[src/rtl/stopwatch_pkg.sv]
// Shared stopwatch definitions: FSM state encoding, button events
// and BCD digit maxima used by both the controller and the datapath.
package stopwatch_pkg;

    typedef enum logic [2:0] {
        ST_IDLE  = 3'd0,
        ST_RUN   = 3'd1,
        ST_LAP   = 3'd2,
        ST_PAUSE = 3'd3,
        ST_DONE  = 3'd4
    } sw_state_e;

    typedef enum logic [1:0] {
        EV_NONE,
        EV_STOP,
        EV_START,
        EV_LAP
    } sw_event_e;

    localparam int TENTHS_MAX  = 9;
    localparam int ONES_MAX    = 9;
    localparam int TENS_MAX    = 5;
    localparam int MINUTES_MAX = 9;

    // Only the highest-priority event of a cycle survives.
    function automatic sw_event_e pick_event(input logic stop,
                                             input logic start,
                                             input logic lap);
        sw_event_e ev;
        ev = EV_NONE;
        if (stop)       ev = EV_STOP;
        else if (start) ev = EV_START;
        else if (lap)   ev = EV_LAP;
        return ev;
    endfunction

endpackage

[src/rtl/stopwatch_ctrl_btn_edge.sv]
// One-bit button history register with rising-edge detect.
module sw_btn_edge (
    input  logic clk,
    input  logic reset,
    input  logic btn,
    output logic rise
);

    logic btn_q;
    logic btn_d;

    always_comb btn_d = btn;

    always_ff @(posedge clk or posedge reset) begin
        if (reset) btn_q <= 1'b0;
        else       btn_q <= btn_d;
    end

    assign rise = btn & ~btn_q;

endmodule

[src/rtl/stopwatch_ctrl.sv]
// Stopwatch control FSM: button events, tenth-second prescaler,
// clear/load/lap/done sequencing for the BCD counter datapath.
module stopwatch_ctrl
    import stopwatch_pkg::*;
#(
    parameter int TICK_DIV = 10
) (
    input  logic       clk,
    input  logic       reset,
    input  logic       Start,
    input  logic       Stop,
    input  logic       Lap,
    input  logic       Countdown,
    input  logic       at_zero,
    input  logic       at_max,
    output logic       cnt_en,
    output logic       cnt_down,
    output logic       cnt_clear,
    output logic       cnt_load,
    output logic       lap_hold,
    output logic       running,
    output logic       done,
    output logic [2:0] state
);

    localparam int PW = (TICK_DIV > 1) ? $clog2(TICK_DIV) : 1;
    localparam logic [PW-1:0] P_LAST = PW'(TICK_DIV - 1);

    logic start_ev, stop_ev, lap_ev;

    sw_btn_edge u_start (.clk(clk), .reset(reset), .btn(Start), .rise(start_ev));
    sw_btn_edge u_stop  (.clk(clk), .reset(reset), .btn(Stop),  .rise(stop_ev));
    sw_btn_edge u_lap   (.clk(clk), .reset(reset), .btn(Lap),   .rise(lap_ev));

    sw_state_e     state_q, state_d;
    logic [PW-1:0] presc_q, presc_d;
    logic          cnt_down_q, cnt_down_d;
    logic          cnt_en_q, cnt_en_d;
    logic          cnt_clear_q, cnt_clear_d;
    logic          cnt_load_q, cnt_load_d;
    logic          lap_hold_q, lap_hold_d;
    logic          running_q, running_d;
    logic          done_q, done_d;

    sw_event_e ev;
    logic      counting;
    logic      tick_raw;
    logic      term;

    always_comb begin
        state_d     = state_q;
        presc_d     = presc_q;
        cnt_down_d  = cnt_down_q;
        cnt_clear_d = 1'b0;
        cnt_load_d  = 1'b0;
        done_d      = 1'b0;

        ev       = pick_event(stop_ev, start_ev, lap_ev);
        counting = (state_q == ST_RUN) || (state_q == ST_LAP);
        tick_raw = counting && (presc_q == P_LAST);
        term     = cnt_down_q ? at_zero : at_max;

        // A terminal tick is swallowed so the datapath never wraps.
        cnt_en_d = tick_raw && !term;

        if (counting) presc_d = tick_raw ? '0 : presc_q + 1'b1;

        unique case (state_q)
            ST_IDLE: begin
                if (ev == EV_START) begin
                    state_d     = ST_RUN;
                    cnt_down_d  = Countdown;
                    cnt_load_d  = Countdown;
                    cnt_clear_d = ~Countdown;
                end
            end
            ST_RUN, ST_LAP: begin
                if (ev == EV_STOP) begin
                    state_d = ST_PAUSE;
                end else if (ev == EV_LAP) begin
                    state_d = (state_q == ST_RUN) ? ST_LAP : ST_RUN;
                end else if (tick_raw && term) begin
                    state_d = ST_DONE;
                    done_d  = 1'b1;
                end
            end
            ST_PAUSE: begin
                if (ev == EV_START) begin
                    state_d = ST_RUN;
                end else if (ev == EV_STOP) begin
                    state_d     = ST_IDLE;
                    cnt_clear_d = 1'b1;
                    presc_d     = '0;
                    cnt_down_d  = 1'b0;
                end
            end
            ST_DONE: begin
                if ((ev == EV_STOP) || (ev == EV_START)) begin
                    state_d     = ST_IDLE;
                    cnt_clear_d = 1'b1;
                    presc_d     = '0;
                end
            end
            default: begin
                state_d = ST_IDLE;
                presc_d = '0;
            end
        endcase

        lap_hold_d = (state_d == ST_LAP);
        running_d  = (state_d == ST_RUN) || (state_d == ST_LAP);
    end

    always_ff @(posedge clk or posedge reset) begin
        if (reset) begin
            state_q     <= ST_IDLE;
            presc_q     <= '0;
            cnt_down_q  <= 1'b0;
            cnt_en_q    <= 1'b0;
            cnt_clear_q <= 1'b0;
            cnt_load_q  <= 1'b0;
            lap_hold_q  <= 1'b0;
            running_q   <= 1'b0;
            done_q      <= 1'b0;
        end else begin
            state_q     <= state_d;
            presc_q     <= presc_d;
            cnt_down_q  <= cnt_down_d;
            cnt_en_q    <= cnt_en_d;
            cnt_clear_q <= cnt_clear_d;
            cnt_load_q  <= cnt_load_d;
            lap_hold_q  <= lap_hold_d;
            running_q   <= running_d;
            done_q      <= done_d;
        end
    end

    assign cnt_en    = cnt_en_q;
    assign cnt_down  = cnt_down_q;
    assign cnt_clear = cnt_clear_q;
    assign cnt_load  = cnt_load_q;
    assign lap_hold  = lap_hold_q;
    assign running   = running_q;
    assign done      = done_q;
    assign state     = state_q;

endmodule

[config.mk]
export PLATFORM = sky130hd
export DESIGN_NAME = stopwatch_ctrl
export DESIGN_NICKNAME = d
export VERILOG_FILES = /design/src/rtl/stopwatch_pkg.sv /design/src/rtl/stopwatch_ctrl_btn_edge.sv /design/src/rtl/stopwatch_ctrl.sv
export SDC_FILE = /design/constraint.sdc
export NUM_CORES = 1
export LEC_CHECK = 0
export BUFFER_PORTS_ARGS = -buffer_cell sky130_fd_sc_hd__buf_2
export CAP_MARGIN = 20
export CORE_MARGIN = 1.5
export CORE_UTILIZATION = 35
export CTS_BUF_LIST = sky130_fd_sc_hd__clkbuf_2
export CTS_CLUSTER_SIZE = 10
export DETAILED_ROUTE_END_ITERATION = 12
export HOLD_SLACK_MARGIN = 0.06
export PLACE_DENSITY = 0.61
export SLEW_MARGIN = 30
export SYNTH_ARGS = -nofsm -noshare
export SYNTH_HDL_FRONTEND = slang
export SYNTH_HIERARCHICAL = 1
export SYNTH_SLANG_ARGS = --single-unit
[constraint.sdc]
create_clock -name clk -period 2.5 [get_ports clk]
set_input_delay 0.375 -clock clk [delete_from_list [all_inputs] [get_ports clk]]
set_output_delay 0.375 -clock clk [all_outputs]
set_load 0.05 [all_outputs]
==> impl_metrics.csv <==
group,metric,value,unit
clocking,cts_max_level,1,
drt,drt_iter0_markers,16,
global_route,grt_start_max_net_pins,20,
timing,setup_tns,0,ns
clocking,path_clk_slew,0.21,ns
timing,rsz0062_at_grt,"no",
critical_path,crit_family,"compound AO/OA/AOI/OAI gates",
timing,max_freq,0.497,GHz
logic_synthesis,postSynthCellCount,103,
die,die_area,3340,sq um
die,coreArea,2810,sq um
critical_path,crit_top_cell,"inv_1",
global_route,grt_pass1_vias,769,
drt,wirelength,1.91,mm
clocking,root_buffer,"clkbuf_2",
critical_path,cp_cell_sequence,"nor2b_4 -> inv_1 -> a21oi_1 -> inv_1 -> ha_1 -> nand2b_1 -> and3_1 -> o21bai_1 -> o22ai_4 -> xnor2_1",
logic_synthesis,synth_seq_cells,17,
logic_synthesis,syn_area,1050,sq um
critical_path,startpoint_type,"register",
power_and_ir_drop,p_seq_frac,0.375,
drt,drtPass1Iterations,8,
power_and_ir_drop,p_switching,0.668,mW
final_layout,largest_register_ffs,4,
drt,vias,763,
clocking,clk_latency,0.32,ns
clocking,post-cts-setup-buffer-count,0,
logic_synthesis,yosysUniqueCellTypes,43,
critical_path,cp_num_buf_inv,2,
critical_path,slowest_stage,"dfrtp_1",
timing,setup_violations,0,
final_layout,fillers,283,
power_and_ir_drop,netSwitchingFraction,0.496,
clocking,cts_hold_buffers,1,
logic_synthesis,seq_area_frac_synth,0.405,
clocking,numCtsBuffers,3,
logic_synthesis,synth_warnings,6,
drt,drcViolationCount,1,
timing,min_period,2.01,ns
critical_path,required,2.74,ns
timing,tightest_slew,0.733,ns
final_layout,area_growth,11.3,%
die,start_util,0.374,
placement,dp_hpwl,1.38,mm
power_and_ir_drop,cellPowerDensity,1150,nW/um^2
die,core.rowCount,19,
clocking,clockBufferDepth,2,
final_layout,drive_gt1_frac,0.292,
final_layout,antenna_cells,0,
die,die-height,57.8,microns
timing,timing.final.crit_share,0.806,
critical_path,ff2ff_setup_slack,0.49,ns
critical_path,worst_setup_path_end_kind,"register",
power_and_ir_drop,clkPwrFrac,0.100,
final_layout,fin_nets,135,
placement,numPortBuffers,17,
drt,drtAntennaViolNets,0,
timing,fin_worst_skew,0.0328,ns
placement,place_inst,146,
run_status,violations,"design-rule violations",
drt,wl_per_cell,12.7,microns
critical_path,max_stage_delay,0.44,ns
run_status,outcome,"finished with violations",
die,io_pins,18,
critical_path,path_class,"reg -> reg",
power_and_ir_drop,p_leak,0.569,nW
global_route,antenna_found_initial,0,
clocking,cts_resized,0,
clocking,cts_tree,"yes",
logic_synthesis,ys.flop_type,"dfrtp_1",
power_and_ir_drop,irDropWorstVdd,0.000286,V
logic_synthesis,synth_edf_count,0,
global_route,track_usage,0.132,
placement,gp_congestion,0.796,
power_and_ir_drop,p_int,0.680,mW
timing,slew_violations,0,
job,max_cap_viol_count,0,
power_and_ir_drop,power.share.combinational,0.526,
critical_path,crit_fanout,5,
logic_synthesis,syn_avg_cell_area,10.2,sq um
hold_path,holdCritPathClass,"in -> reg",
final_layout,top_register,"presc_q",
logic_synthesis,async_reset_ff_frac,1.00,
timing,hold_viol,0,
timing,relSlewSlack,0.511,
global_route,grt-ovfl-total,0,
drt,via_per_inst,5.05,
final_layout,fin_cells,151,
critical_path,crit_arrival,2.25,ns
logic_synthesis,syn_nets,117,
global_route,grt_pass1_wl,3.39,mm
die,fp.dieW,57.8,microns
timing,worst_hold_slack,0.153,ns
clocking,cts_sinks,17,
==> cells in the mapped netlist (2+ instances only) <==
cell type  count  area, sq um
dfrtp_1       17          425
nor2_1        12         45.0
inv_1          9         33.8
a21oi_1        6         30.0
ha_1           6         75.1
nand2_1        5         18.8
buf_2          3         15.0
nor2b_4        3         41.3
buf_6          2         22.5
nand2b_1       2         12.5
nand3b_1       2         15.0
nor2_4         2         22.5
nor3b_1        2         15.0
xnor2_1        2         17.5
xor2_1         2         17.5
==> metrics by stage <==
| stage | setup WS, ns | instance area, sq um | utilization | power, mW |
|---|---|---|---|---|
| after floorplan | 0.644 | 1050 | - | 1.11 |
| after detailed placement | 0.409 | 1140 | 0.405 | 1.21 |
| after global placement | 0.460 | 1140 | 0.405 | 1.20 |
| after global routing | 0.310 | 1170 | 0.417 | 1.45 |
| final | 0.486 | 1170 | 0.417 | 1.35 |
| after CTS | 0.487 | 1170 | 0.417 | 1.35 |
==> placed cells by master, fill, tap and decap left out, types with 2 or more instances in the layout <==
| cell type | n |
|---|---|
| dfrtp_1 | 17 |
| xnor2_1 | 2 |
| nor2_1 | 12 |
| ha_1 | 6 |
| nor3b_1 | 2 |
| nand2_1 | 5 |
| nor2b_4 | 3 |
| nand3b_1 | 2 |
| clkbuf_2 | 3 |
| nand2b_1 | 2 |
| inv_1 | 9 |
| buf_2 | 17 |
| a21oi_1 | 6 |
| nor2_4 | 2 |
| xor2_1 | 2 |
==> logic make-up after synthesis <==
kind of cell | share of synthesized area
xor gates and xnor gates | 0.0489
muxes | 0.0250
adders and majority gates | 0.0715
AOI/OAI and AO/OA | 0.147
and+or+nand+nor | 0.231
DFF | 0.405
buffers and inverters | 0.0715
==> cell type report <==
type / instances / area [sq um] / area share
Clock buffer: 3 / 15.0 / 0.0128
Sequential cell: 17 / 425 / 0.364
Clock inverter: 1 / 7.51 / 0.00642
Tap cell: 31 / 38.8 / 0.0332
Timing Repair Buffer: 18 / 95.1 / 0.0814
Inverter: 10 / 37.5 / 0.0321
Multi-Input combinational cell: 71 / 549 / 0.470
==> path summary, 6_finish.rpt <==
| path | start | endpoint | cells after the start |
|---|---|---|---|
| max in group asynchronous | reset | cnt_en$_DFF_PP0_ | 3 |
| min reg2reg | presc_q[3]$_DFF_PP0_ | presc_q[3]$_DFF_PP0_ | 2 |
| max reg2reg | u_start/btn_q$_DFF_PP0_ | running$_DFF_PP0_ | 10 |
| max | u_start/btn_q$_DFF_PP0_ | running$_DFF_PP0_ | 10 |
| min in group asynchronous | reset | u_lap/btn_q$_DFF_PP0_ | 3 |
| min | Stop | u_stop/btn_q$_DFF_PP0_ | 1 |
==> worst reg2reg max path: cells and delay by family, from the launching register on <==
kind	cells	cell delay, ns
simple gates	3	0.44
compound gates	3	0.51
buf+inv	2	0.15
fa+ha+maj	1	0.25
xor+xnor	1	0.16
flops	1	0.44
==> power by group through the flow <==
stage	logic, mW	clock network (mW)	registers (mW)
after floorplan	0.532	0	0.583
after global placement	0.695	0	0.507
after detailed placement	0.706	0	0.508
after CTS	0.712	0.139	0.503
after global routing	0.776	0.151	0.524
final	0.708	0.134	0.505
==> metal layers <==
layer  global-route usage  vias up  share of wire
li1                     -      383              -
met4               0.0498        0         0.0089
met3               0.0313        2          0.031
met2                0.222        9           0.48
met1                0.163      369           0.48
met5                    0        -              0
No activity file was read; power rests on OpenSTA's default activity.
